**src/rtl/data_port_pkg.sv**
```systemverilog
// Shared types for the two-master data-port arbiter in front of coremem.
package data_port_pkg;

  typedef enum logic [1:0] {
    IDLE      = 2'd0,
    HOLD      = 2'd1,
    WAIT_RESP = 2'd2
  } arb_state_e;

  typedef logic master_idx_t;

  localparam master_idx_t M0 = 1'b0;
  localparam master_idx_t M1 = 1'b1;

endpackage

```
**src/rtl/rr_arb2.sv**
```systemverilog
// Combinational two-way round-robin picker; rr_i names the master preferred on a tie.
module rr_arb2
  import data_port_pkg::*;
(
  input  logic [1:0]  req_i,
  input  master_idx_t rr_i,
  output logic        valid_o,
  output master_idx_t winner_o
);

  always_comb begin
    valid_o = |req_i;
    case (req_i)
      2'b01:   winner_o = M0;
      2'b10:   winner_o = M1;
      2'b11:   winner_o = rr_i;
      default: winner_o = M0;
    endcase
  end

endmodule

```
**src/rtl/data_port_arbiter.sv**
```systemverilog
// Merges the LSU (m0) and debug/loader (m1) ports onto coremem's single-outstanding
// req/gnt/rvalid port, round-robin on ties, with responses routed to the issuing master.
module data_port_arbiter
  import data_port_pkg::*;
#(
  parameter int unsigned ADDR_WIDTH = 32,
  parameter int unsigned DATA_WIDTH = 32
) (
  input  logic                    clk_i,
  input  logic                    rst_ni,
  input  logic                    m0_req_i,
  input  logic                    m0_we_i,
  input  logic [DATA_WIDTH/8-1:0] m0_be_i,
  input  logic [ADDR_WIDTH-1:0]   m0_addr_i,
  input  logic [DATA_WIDTH-1:0]   m0_wdata_i,
  output logic                    m0_gnt_o,
  output logic                    m0_rvalid_o,
  output logic [DATA_WIDTH-1:0]   m0_rdata_o,
  input  logic                    m1_req_i,
  input  logic                    m1_we_i,
  input  logic [DATA_WIDTH/8-1:0] m1_be_i,
  input  logic [ADDR_WIDTH-1:0]   m1_addr_i,
  input  logic [DATA_WIDTH-1:0]   m1_wdata_i,
  output logic                    m1_gnt_o,
  output logic                    m1_rvalid_o,
  output logic [DATA_WIDTH-1:0]   m1_rdata_o,
  output logic                    s_req_o,
  output logic                    s_we_o,
  output logic [DATA_WIDTH/8-1:0] s_be_o,
  output logic [ADDR_WIDTH-1:0]   s_addr_o,
  output logic [DATA_WIDTH-1:0]   s_wdata_o,
  input  logic                    s_gnt_i,
  input  logic                    s_rvalid_i,
  input  logic [DATA_WIDTH-1:0]   s_rdata_i
);

  arb_state_e  state_q, state_d;
  master_idx_t owner_q, owner_d;
  master_idx_t rr_q, rr_d;

  logic        arb_valid;
  master_idx_t arb_winner;
  logic        sel_valid;
  master_idx_t sel;
  logic [1:0]  gnt;
  logic [1:0]  rvalid;

  rr_arb2 u_rr_arb2 (
    .req_i    ({m1_req_i, m0_req_i}),
    .rr_i     (rr_q),
    .valid_o  (arb_valid),
    .winner_o (arb_winner)
  );

  always_comb begin
    state_d   = state_q;
    owner_d   = owner_q;
    rr_d      = rr_q;
    sel_valid = 1'b0;
    sel       = owner_q;
    gnt       = 2'b00;
    rvalid    = 2'b00;
    case (state_q)
      IDLE: begin
        if (arb_valid) begin
          sel_valid = 1'b1;
          sel       = arb_winner;
          owner_d   = arb_winner;
          if (s_gnt_i) begin
            gnt[arb_winner] = 1'b1;
            rr_d            = ~arb_winner;
            state_d         = WAIT_RESP;
          end else begin
            state_d = HOLD;
          end
        end
      end
      HOLD: begin
        // Owner stays presented even if its req drops; the other master waits.
        sel_valid = 1'b1;
        if (s_gnt_i) begin
          gnt[owner_q] = 1'b1;
          rr_d         = ~owner_q;
          state_d      = WAIT_RESP;
        end
      end
      WAIT_RESP: begin
        if (s_rvalid_i) begin
          rvalid[owner_q] = 1'b1;
          state_d         = IDLE;
        end
      end
      default: state_d = IDLE;
    endcase
  end

  // Payload is forced to zero whenever no request is presented to coremem.
  always_comb begin
    s_req_o   = 1'b0;
    s_we_o    = 1'b0;
    s_be_o    = '0;
    s_addr_o  = '0;
    s_wdata_o = '0;
    if (sel_valid) begin
      s_req_o = 1'b1;
      if (sel == M1) begin
        s_we_o    = m1_we_i;
        s_be_o    = m1_be_i;
        s_addr_o  = m1_addr_i;
        s_wdata_o = m1_wdata_i;
      end else begin
        s_we_o    = m0_we_i;
        s_be_o    = m0_be_i;
        s_addr_o  = m0_addr_i;
        s_wdata_o = m0_wdata_i;
      end
    end
  end

  assign m0_gnt_o    = gnt[M0];
  assign m1_gnt_o    = gnt[M1];
  assign m0_rvalid_o = rvalid[M0];
  assign m1_rvalid_o = rvalid[M1];
  assign m0_rdata_o  = s_rdata_i;
  assign m1_rdata_o  = s_rdata_i;

  always_ff @(posedge clk_i or negedge rst_ni) begin
    if (!rst_ni) begin
      state_q <= IDLE;
      owner_q <= M0;
      rr_q    <= M0;
    end else begin
      state_q <= state_d;
      owner_q <= owner_d;
      rr_q    <= rr_d;
    end
  end

`ifndef SYNTHESIS
  always_ff @(posedge clk_i) begin
    if (rst_ni) begin
      if (state_q != WAIT_RESP) begin
        assert (!s_rvalid_i)
          else $warning("s_rvalid_i ignored outside WAIT_RESP");
      end
      if (state_q == HOLD) begin
        assert ((owner_q == M1) ? m1_req_i : m0_req_i)
          else $warning("owner dropped req before gnt");
      end
    end
  end
`endif

endmodule
```
**config.mk**
```make
export PLATFORM = sky130hd
export DESIGN_NAME = data_port_arbiter
export DESIGN_NICKNAME = d
export VERILOG_FILES = /design/src/rtl/data_port_pkg.sv /design/src/rtl/rr_arb2.sv /design/src/rtl/data_port_arbiter.sv
export SDC_FILE = /design/constraint.sdc
export NUM_CORES = 1
export LEC_CHECK = 0
export CORE_AREA = 3 3 122 124
export CTS_CLUSTER_SIZE = 30
export DETAILED_ROUTE_END_ITERATION = 8
export DIE_AREA = 0 0 125 127
export GPL_ROUTABILITY_DRIVEN = 0
export SYNTH_ARGS = -nofsm -noshare
export SYNTH_HDL_FRONTEND = slang
export SYNTH_SLANG_ARGS = --single-unit
```
**constraint.sdc**
```tcl
create_clock -name clk_i -period 5.2 [get_ports clk_i]
set_clock_uncertainty 0.2 [all_clocks]
set_input_delay 1.04 -clock clk_i [delete_from_list [all_inputs] [get_ports clk_i]]
set_output_delay 1.04 -clock clk_i [all_outputs]
set_load 0.05 [all_outputs]
```
# Yosys cells after proc, flatten, opt, wreduce, memory -nomap -nowiden
# Cells that the tools add are included.
[op_classes]
n_eq_ne = 8
n_reduce_logical = 7
muxes = 33
bitwise = 2
order_cmp = 4
[op_table]
columns = ["op", "n"]
rows = [
  ["$mux W32", 4],
  ["$mux W2", 9],
  ["$mux W1", 11],
  ["$mux W4", 2],
  ["$ne A2 B2 Y1 const B", 4],
  ["$eq A2 B2 Y1 const B", 3],
  ["$pmux W1 S2", 3],
  ["$pmux W2 S3", 1],
  ["$lt A1 B2 Y1 const B", 2],
  ["$pmux W2 S2", 1],
  ["$reduce_and A4 Y1", 1],
  ["$reduce_and A3 Y1", 1],
  ["$demux W1 S1", 2],
  ["$eq A2 B1 Y1 const B", 1],
  ["$ge A1 B1 Y1 const B", 2],
  ["$logic_and A1 B1 Y1", 2],
  ["$logic_not A2 Y1", 1],
  ["$not A1 Y1", 2],
  ["$reduce_bool A2 Y1", 1],
  ["$reduce_or A2 Y1", 1],
]
[word_totals]
in_bits = 176
register_bits = 4
out_inout_bits = 138

# Longest topological paths before layout
[depth]
word_depth = 9
depth_mapped = 6
mapped_depth_nobuf = 3

# Hierarchy
# From an unflattened synthesis, not the netlist that was laid out.
[hier_totals]
hier_cells = 571
area_unflattened_um2 = 3618.5
[modules_own_cells]
columns = ["mod", "area_each_um2", "cells_each", "seq_area_each_um2", "n_inst"]
rows = [
  ["data_port_arbiter", 3601.0, 568, 100.1, 1],
  ["rr_arb2", 17.5, 3, 0.0, 1],
]

# Worst setup path after synthesis
# Ideal clock, no wire load.
[synth_timing]
path_type = "input-to-output"
from = "in m0_req_i"
to = "out s_addr_o[0]"
path_slack_ns = 1.197
stages = 5
arrival_time_ns = 2.763
path_buffers = 2
cell_sequence = "or3b_1 -> a32oi_1 -> buf_6 -> buf_12 -> mux2i_1"
[synth_between]
elab_chain_len = 6
elab_cells_between_ends = 10
[synth_lines]
columns = ["item", "line_no", "rtl"]
rows = [
  ["from (decl)", "data_port_arbiter.sv:11", "input logic m0_req_i,"],
  ["$eq A2 B2 Y1", "rr_arb2.sv:13", "case (req_i)"],
  ["$pmux W1 S2", "rr_arb2.sv:13", ""],
  ["$mux W1 (2 in series)", "--", ""],
  ["$mux W32", "data_port_arbiter.sv:106", "if (sel == M1) begin"],
  ["$mux W32 (*)", "data_port_arbiter.sv:104", "if (sel_valid) begin"],
  ["to (decl)", "data_port_arbiter.sv:30", "output logic [ADDR_WIDTH-1:0] s_addr_o,"],
]
# Mark *: on every way between the ends. The rest lies on a longest branch, timed or not.

# Worst setup path after layout
[layout_timing]
from = "in m0_req_i"
to = "out s_be_o[3]"
[layout_between]
elab_chain_len = 6
elab_cells_between_ends = 10
[layout_lines]
columns = ["item", "line_no", "rtl"]
rows = [
  ["$eq A2 B2 Y1", "rr_arb2.sv:13", ""],
  ["$pmux W1 S2", "rr_arb2.sv:13", ""],
  ["$mux W1 (2 in series)", "--", ""],
  ["$mux W4", "data_port_arbiter.sv:106", ""],
  ["$mux W4 (*)", "data_port_arbiter.sv:104", ""],
  ["to (decl)", "data_port_arbiter.sv:29", "output logic [DATA_WIDTH/8-1:0] s_be_o,"],
]
# Marks and branches as above.

==> implementation parameters <==
Parameter                              Value

Timing
  Final critical path time including I/O delays and setup ... 4.56 ns
  Final Setup Violations ... 0
  Slew HR ... 59.2%
  Fin Setup TNS ... 0 ns
  Worst hold margin ... 0.433 ns
  Count of final max-slew check failures ... 0
  Ratio of final minimum period to clock period ... 87.7%
  Unrepaired setup endpoints after global routing ... no
  Slew at the pin closest to its max-slew limit ... 0.612 ns
  Hold Vio Cnt, Final ... 0
  Achievable Freq ... 0.219 GHz

Synth
  Synth warnings ... 0
  Synth cell types ... 23
  Total standard cell area after synthesis ... 2400 µm²
  Top cells by area, synth ... mux2i_1 29%, nand3_1 29%, buf_4 20%
  Cell type contributing the most total cell area after synthesis ... mux2i_1
  Nets in the synthesized netlist ... 515
  Parity-gate share of the synthesized area counting xor and xnor cells ... 0%
  Combinational family with the most area after synthesis ... buffers and inverters
  Post-synthesis cell count ... 339
  Fraction of the mapped netlist area in compound gates ... 1.61%
  Commonest cells in the netlist ... 140 x nand3_1, 70 x mux2i_1, 64 x buf_4
  Area fraction of the dominant cell type after synthesis ... 29.2%
  Register bit total from synthesis ... 4
  Mux cell area share after synthesis ... 29.2%
  Mean instance size in the synthesized netlist ... 7.09 µm²
  Predominant post-synthesis flop cell ... dfrtp_1
  Number of flops mapped to enable cells by yosys ... 0
  Adder-cell share of the synthesized area ... 0%
  Share of flip-flops with an asynchronous set or reset ... 100%
  Cell with the most instances after synthesis ... nand3_1
  Fraction of the mapped netlist area in simple logic gates ... 32.4%
  Sequential area share after synthesis ... 4.16%

Critical path
  Startpoint kind of the worst setup timing path ... input pin
  Data arrival, critical path ... 3.32 ns
  Critical Setup Path Class ... in -> out
  CP Max Fanout ... 33
  Data required time of the critical path ... 3.96 ns
  Crit end category ... primary output

Clock network
  Clock buffers created by TritonCTS ... 3
  Clk sink count ... 4
  Resized Gates After CTS ... 0
  Number of hold buffers added after CTS ... 0
  TritonCTS clock tree ... yes
  CTS Root Buffer Type ... clkbuf_16
  Buffer depth of the longest clock path ... 2
  # Post-CTS Setup Buffers ... 0
  Insertion delay of the later-clocked pin in the worst-skew pair ... 0.22 ns
  Number of levels the H-tree was split into ... 1
  Reg clk slew, reported paths ... 0.03 ns

Global routing
  First-pass GRT wire length ... 15.1 mm
  Total Routing Usage GR ... 11.5%
  Vias in the first global route ... 2955
  Number of antenna violations at the first check in global routing ... 0
  Largest net degree at the start of global routing ... 68
  Total congestion overflow ... 0

Cells and area
  Core occupancy in the finished layout ... 33.3%
  Area used by multi-input combinational logic ... 1540 µm²
  Area growth from synthesis to layout ... 92.2%
  Fraction of layout cells with a size suffix above 1 ... 18.6%
  Number of inserted filler cells in the final layout ... 1444
  Number of nets in the layout ... 646
  Number of diodes added for antenna fixing ... 0
  Area of all sequential standard cells ... 100 µm²
  Final cell count without fillers ... 648
  Cell area after layout ... 4620 µm²

Route
  Number of vias in the routed layout ... 2903
  Final ANT Viol Nets ... 0
  Pre-antenna DRT Iters ... 5
  Routed length per instance ... 15.6 µm
  Post-detailed-route via-to-cell ratio ... 4.48
  Number of design rule violations left after detail routing ... 0
  Number of DRC markers in iteration 0 ... 96
  Total wire length after detailed routing ... 10.1 mm

Flow run
  # Max-Cap Violations ... 0

Die
  Row count ... 43
  Core box area ... 13900 µm²
  Starting utilization of the core area ... 17.3%
  Horizontal die dimension ... 125 µm
  Die area ... 15900 µm²
  Overall die height ... 127 µm
  Number of top-level pins ... 314

Pwr
  Pwr per Cell Area ... 404 nW/µm²
  Static leakage ... 0.00203 µW
  Worst ir drop on vdd ... 0.172 mV

Min path
  Class of the tightest hold or removal check ... reg -> reg

Placement
  IO Port Bufs ... 217
  Total instance count after detailed placement ... 645
  HPWL after detailed placement ... 8.03 mm
  Placed Instance Area ... 4550 µm²

Outcome
  Status ... finished clean
-- state kept, by name, summed over array words and instances, names as in the netlist --
signal,flops
owner_q,1
rr_q,1
state_q,2
-- layout by cell type (no fill, tap or decap) --
cell type / count
buf_12: 46
nand3_1: 140
o22ai_1: 1
and4_1: 1
or2b_1: 1
buf_4: 35
clkdlybuf4s50_1: 148
a32oi_4: 1
mux2i_1: 70
nor4b_1: 1
o32ai_1: 1
inv_1: 2
or3_4: 1
or3b_1: 1
clkbuf_16: 3
dfrtp_1: 4
nand2b_1: 2
a21oi_1: 3
nor3_1: 2
inv_4: 1
nor2_1: 2
nand2_1: 2
-- final cells by class --
class	count	share of cell area, %
Inverter	3	0.298
Sequential cell	4	2.17
Multi-Input combinational cell	229	33.4
Timing Repair Buffer	229	57.7
Tap cell	180	4.87
Clock buffer	3	1.62
-- worst max-delay path, stage by stage --
cell and delay [ns]:
clkdlybuf4s50_1 0.56, or3b_1 0.41, a32oi_4 0.43, buf_12 0.32, mux2i_1 0.35, buf_12 0.18
-- final timing paths --
kind	startpoint	endpoint	slack, ns	cells after the start
min reg2reg	state_q[1]	state_q[0]	0.43	1
max	m0_req_i	s_be_o[3]	0.64	6
min in group asynchronous	rst_ni	rr_q	0.82	1
max in group asynchronous	rst_ni	state_q[0]	3.82	1
max reg2reg	state_q[1]	owner_q	3.15	4
min	state_q[1]	state_q[0]	0.43	1
-- layer usage --
layer,part of all wire (%),global-route usage (%)
met4,4.5,5.61
met3,8.8,2.80
met1,39,12.9
met5,0,0
met2,48,20.6
-- where the power goes --
group	switching (µW)	internal [µW]	leakage (µW)	total, µW
combinational	963	731	0.00195	1690
clock	19.8	98.1	0.0000370	118
sequential	15.0	40.7	0.0000490	55.7
-- cells by family (layout without fill, tap and decap cells) --
kind of cell           after synthesis  after routing
AOI/OAI and AO/OA                    6              6
buffers and inverters              106            235
DFF                                  4              4
muxes                               70             70
and+or+nand+nor                    153            153
-- through the flow --
step,setup slack [ns],power (µW)
2_1_floorplan,1.20,1240
3_3_place_gp,0.728,1750
3_5_place_dp,0.622,1770
4_1_cts,0.597,1890
5_1_grt,0.497,1950
6_report,0.639,1870
No activity file was read; power rests on OpenSTA's default activity.
